## src/rtl/weight_update1.sv

```systemverilog
// rtl/weight_update1.sv - layer-1 weight/bias read-modify-write for one hidden neuron per start.
// Define WEIGHT_UPDATE1_SAT_EN for a saturating update; otherwise the update wraps.
module weight_update1 #(
  parameter int NWBITS     = 16,
  parameter int NPIXEL     = 784,
  parameter int NHIDDEN    = 64,
  parameter int COUNT_BIT1 = 10,
  parameter int NIDX_BITS  = 6,
  parameter int ADDR_BITS  = 16
) (
  input  logic                 clk,
  input  logic                 reset_b,
  input  logic                 start_state6,
  input  logic [NIDX_BITS-1:0] neuron_idx,
  input  logic [NWBITS-1:0]    delta_weight,
  input  logic [NWBITS-1:0]    delta_bias,
  input  logic [NWBITS-1:0]    bias_rd_data,
  output logic                 w_rd_en,
  output logic [ADDR_BITS-1:0] w_rd_addr,
  input  logic [NWBITS-1:0]    w_rd_data,
  output logic                 w_wr_en,
  output logic [ADDR_BITS-1:0] w_wr_addr,
  output logic [NWBITS-1:0]    w_wr_data,
  output logic                 bias_wr_en,
  output logic [NWBITS-1:0]    bias_wr_data,
  output logic                 busy,
  output logic                 done
);

  if (ADDR_BITS < $clog2(NHIDDEN * NPIXEL)) begin : g_bad_cfg
    $error("weight_update1: ADDR_BITS too narrow for NHIDDEN*NPIXEL");
  end

  typedef enum logic [1:0] {IDLE, READ, DRAIN} state_t;

  state_t                state, next_state;
  logic [COUNT_BIT1-1:0] rd_cnt;
  logic                  drain_cnt;
  logic [ADDR_BITS-1:0]  base;
  logic [ADDR_BITS-1:0]  start_base;
  logic                  p1_v;
  logic [ADDR_BITS-1:0]  p1_addr;
  logic                  rd_last;

  function automatic logic [NWBITS-1:0] upd(input logic [NWBITS-1:0] w,
                                            input logic [NWBITS-1:0] d);
`ifdef WEIGHT_UPDATE1_SAT_EN
    logic [NWBITS:0] diff;
    diff = {w[NWBITS-1], w} - {d[NWBITS-1], d};
    if (diff[NWBITS] != diff[NWBITS-1])
      upd = diff[NWBITS] ? {1'b1, {(NWBITS-1){1'b0}}} : {1'b0, {(NWBITS-1){1'b1}}};
    else
      upd = diff[NWBITS-1:0];
`else
    upd = w - d;
`endif
  endfunction

  assign start_base = ADDR_BITS'(neuron_idx) * ADDR_BITS'(NPIXEL);
  assign rd_last    = (state == READ) && (rd_cnt == COUNT_BIT1'(NPIXEL));

  always_ff @(posedge clk or negedge reset_b) begin
    if (!reset_b) state <= IDLE;
    else          state <= next_state;
  end

  always_comb begin
    next_state = state;
    case (state)
      IDLE:    if (start_state6) next_state = READ;
      READ:    if (rd_last)      next_state = DRAIN;
      DRAIN:   if (drain_cnt)    next_state = IDLE;
      default:                   next_state = IDLE;
    endcase
  end

  // Write side trails the read side by two edges: one for the RAM's read latency, one to register the result.
  always_ff @(posedge clk or negedge reset_b) begin
    if (!reset_b) begin
      rd_cnt       <= '0;
      drain_cnt    <= 1'b0;
      base         <= '0;
      p1_v         <= 1'b0;
      p1_addr      <= '0;
      w_rd_en      <= 1'b0;
      w_rd_addr    <= '0;
      w_wr_en      <= 1'b0;
      w_wr_addr    <= '0;
      w_wr_data    <= '0;
      bias_wr_en   <= 1'b0;
      bias_wr_data <= '0;
      busy         <= 1'b0;
      done         <= 1'b0;
    end else begin
      bias_wr_en <= 1'b0;
      done       <= 1'b0;
      p1_v       <= w_rd_en;
      p1_addr    <= w_rd_addr;
      w_wr_en    <= p1_v;
      if (p1_v) begin
        w_wr_addr <= p1_addr;
        w_wr_data <= upd(w_rd_data, delta_weight);
      end
      case (state)
        IDLE: begin
          if (start_state6) begin
            base      <= start_base;
            w_rd_en   <= 1'b1;
            w_rd_addr <= start_base;
            rd_cnt    <= COUNT_BIT1'(1);
            drain_cnt <= 1'b0;
            busy      <= 1'b1;
          end
        end
        READ: begin
          if (rd_cnt == COUNT_BIT1'(1)) begin
            bias_wr_en   <= 1'b1;
            bias_wr_data <= upd(bias_rd_data, delta_bias);
          end
          if (rd_last) begin
            w_rd_en <= 1'b0;
          end else begin
            w_rd_addr <= base + ADDR_BITS'(rd_cnt);
            rd_cnt    <= rd_cnt + COUNT_BIT1'(1);
          end
        end
        DRAIN: begin
          drain_cnt <= 1'b1;
          if (!drain_cnt) done <= 1'b1;
          else            busy <= 1'b0;
        end
        default: ;
      endcase
    end
  end

endmodule

```

## config.mk

```make
export PLATFORM = sky130hd
export DESIGN_NAME = weight_update1
export DESIGN_NICKNAME = d
export VERILOG_FILES = /design/src/rtl/weight_update1.sv
export SDC_FILE = /design/constraint.sdc
export NUM_CORES = 1
export LEC_CHECK = 0
export ABC_AREA = 1
export ABC_CLOCK_PERIOD_IN_PS = 2200
export CORE_MARGIN = 3
export CORE_UTILIZATION = 53
export DETAILED_ROUTE_END_ITERATION = 12
export PLACE_DENSITY = 0.82
export SYNTH_ARGS = -nofsm -noshare
export SYNTH_HDL_FRONTEND = slang
export SYNTH_SLANG_ARGS = --single-unit
```

## constraint.sdc

```tcl
create_clock -name clk -period 2.2 [get_ports clk]
set_input_delay 0.66 -clock clk [delete_from_list [all_inputs] [get_ports clk]]
set_output_delay 0.66 -clock clk [all_outputs]
set_load 0.02 [all_outputs]
```

==> results.md <==
* Status: finished, violations left
* Failing checks: setup timing
* VDD IR-drop max at 471.3 uV
* Post-route cell area at 9983 sq um
* Top cells by area, synth: dfrtp_1, nand2_1, ha_1
* RR Startpoint: rd_cnt[4]$_DFFE_PN0P_
* Vias at 7,056
* Final wirelength at 19.57 mm
* CTS tree: yes
* Total clock sinks at 111
* Synth Warn # at 0
* Critical Path RT at 2.45 ns
* CP max-delay cell: fa_2
* Nets@finish at 1,308
* DRT antenna net count at 0
* Port bufs at 141
* Cell count after placement at 1,324
* Post-Synthesis Cells at 967
* Async set or reset register ratio after synthesis at 100.0%
* Synth Area per Inst at 7.345 sq um
* Layout area overhead at 40.55%
* Synth Cell Area at 7103 sq um
* Max Root-Sink Buffers at 2
* Number of synthesized flops with an enable pin at 0
* DR DRC count at 0
* Setup-failing EPs final at 4
* R2R depth at 12
* CP max stage delay at 0.38 ns
* Vias in the first global route at 6,629
* Setup TNS Final at -0.4216 ns
* Max-slew violations at 0
* Area leader, netlist: dfrtp_1
* Starting Density at 55.16%
* Worst-Skew Late Latency at 0.36 ns
* Initial antenna violation count at 0
* Via density at 5.242
* Die width at 121.8 um
* Top delay family on crit path: adder cells
* DRT Pass-1 Iters at 6
* Worst relative slew slack at 65.57%
* Final period util at 106.4%
* Hold Path Class: in2async
* WP depth at 13
* Clock transition at path regs at 0.08 ns
* Largest net degree at the start of global routing at 42
* Die height at 121.8 um
* Grt ovf at 0
* Critical Path AT at 2.59 ns
* Primary FF master, synth: dfrtp_1
* Critical path type: in2reg
* Worst Tran Pin Value at 0.5159 ns
* Critical Path Source: neuron_idx[2]
* Crit-path max FO at 3
* Dpl hpwl at 14.27 mm
* Worst setup SP type: input pin
* Starting DRT DRC Count at 614
* Worst path most repeated cell: ha_4
* Cell Area, Placed at 9408 sq um
* Synth Register Bits at 111
* # hold bufs at CTS at 0
* # IOs at 142
* CTS H-Tree Depth at 3
* WL/cell at 14.54 um
* Synth cell count leaders: nand2_1, inv_1, dfrtp_1
* TritonCTS buffer count at 9
* Root Driver: clkbuf_16
* Tmin final at 2.341 ns
* Ant diodes at 0
* Final core utilization at 77.53%
* Core region area at 12,880 sq um
* Sequential-to-total area share from yosys stat at 39.11%
* Share of cells above drive strength 1 at 14.31%
* Top-count cell post-synth: nand2_1
* Final hold viol count at 0
* Finished Layout Cells at 1,346
* Fillers at 913
* Synth top area share at 39.11%
* Crit path to: w_rd_addr[14]$_DFFE_PN0P_
* RSZ-0062 raised after global routing: true
* Placer Congestion at 0.9178
* Nature of the critical path endpoint: flop
* Synth unique cells at 33
* Final setup margin at -0.1410 ns
* Worst r2r dst: w_rd_addr[12]$_DFFE_PN0P_
* GRT Util Overall at 26.08%
* Clk_skew at 0.01016 ns
* Synth Net Count at 1,106
* FF-to-FF setup slack at 0.16 ns
* Pwr per Cell Area at 523.0 nW/um^2
* Max Clk Rate at 427.2 MHz
* Maxcap violations at 0
* Row Count at 41
* Crit-path cells: buf_8 > ha_4 > ha_4 > ha_4 > ha_4 > fa_2 > nand3_4 > nand2_2 > nand2_2 > nand3_2 > nand2_1 > o21bai_1 > nand2_1
* Leak at 5.111 nW
* CP Buf/Inv Count at 1
* Die area at 14,830 sq um
* First-pass GRT wire length at 30.88 mm
flip-flops by register name, summed over array words and instances, names as in the netlist:
name,count
busy,1
w_wr_data,16
rd_cnt,10
bias_wr_en,1
base,12
state,2
w_wr_en,1
p1_v,1
w_rd_addr,16
p1_addr,16
bias_wr_data,16
done,1
w_wr_addr,16
w_rd_en,1
drain_cnt,1
routing by layer:
layer  up-vias  global-route usage, %  wire, um
li1       3471                      -         -
met1      3211                  35.36      8049
met2       318                  42.92      9351
met3        56                  3.946      1596
met4         0                  9.104       572
met5         -                      0         0
worst reg2reg max path, cell delays in order (launching register included):
cell	delay, ns
dfrtp_1	0.43
ha_1	0.22
inv_1	0.06
fa_1	0.41
inv_1	0.11
nand3_1	0.09
nand3_1	0.16
nand2_1	0.09
nand2_1	0.11
nand3_1	0.10
nand3_1	0.10
nand2_1	0.06
nand2_1	0.05
layout by cell type, fill, tap and decap left out, drive strengths merged:
| master | netlist | routed |
|---|---|---|
| xnor2 | 7 | 7 |
| ha | 62 | 62 |
| o21ai | 35 | 35 |
| nor2 | 58 | 58 |
| a21oi | 37 | 37 |
| clkinv | 0 | 2 |
| o21a | 2 | 2 |
| clkdlybuf4s50 | 0 | 134 |
| nor3 | 10 | 10 |
| a31oi | 5 | 5 |
| nand2 | 336 | 336 |
| nand4 | 14 | 14 |
| fa | 4 | 4 |
| a22oi | 2 | 2 |
| inv | 145 | 150 |
| buf | 9 | 76 |
| o22ai | 3 | 3 |
| and2 | 5 | 5 |
| xor2 | 11 | 11 |
| nand3 | 89 | 89 |
| o21bai | 1 | 1 |
| clkbuf | 10 | 9 |
| dfrtp | 111 | 111 |
| nand3b | 5 | 5 |
| or2 | 6 | 6 |
what timing repair did:
item / 4_1_cts / 5_1_grt
resized for setup: 35 / 45
pin swaps: 18 / 24
setup endpoints to repair: 12 / 26
setup buffers: 4 / 3
worst min path at each step:
stage,endpoint,slack [ns]
6_report,base[10]$_DFFE_PN0P_,0.23
5_1_grt,base[9]$_DFFE_PN0P_,0.26
4_1_cts,base[4]$_DFFE_PN0P_,0.25
3_5_place_dp,p1_addr[1]$_DFF_PN0_,0.39
3_3_place_gp,p1_addr[3]$_DFF_PN0_,0.39
2_1_floorplan,w_wr_en$_DFF_PN0_,0.35
cell families (layout without fill, tap and decap cells):
kind of cell | Yosys count | count (layout) | share of synthesized area [%]
simple gates | 523 | 523 | 31.27
compound gates | 85 | 85 | 6.394
buf+inv | 164 | 371 | 8.966
xor+xnor | 18 | 18 | 2.219
flops | 111 | 111 | 39.11
fa+ha+maj | 66 | 66 | 12.05
layout make-up:
class                      count  area, sq um  share of cell area, %
multi-input combinational    692         4151                  41.58
sequential                   111         2778                  27.82
timing repair buffer         210         1978                  19.81
inverter                     145        554.3                  5.552
clock buffer                   9        225.2                  2.256
tap                          172        215.2                  2.156
clock inverter                 7        81.33                 0.8146
per-stage QoR:
step,setup slack [ns],hold slack (ns),total power [W]
final,-0.1410,0.2347,0.005221
after detailed placement,-0.9214,0.3863,0.003413
after global routing,-0.1711,0.2623,0.005482
after CTS,-0.1525,0.2481,0.005130
after global placement,-0.8869,0.3896,0.003377
after floorplan,-0.2179,0.3519,0.002836
report_power, final:
part           internal, W  switching, W
sequential         0.00209     0.0000321
clock             0.000818      0.000850
combinational     0.000723      0.000710
No activity file was read; power rests on OpenSTA's default activity.
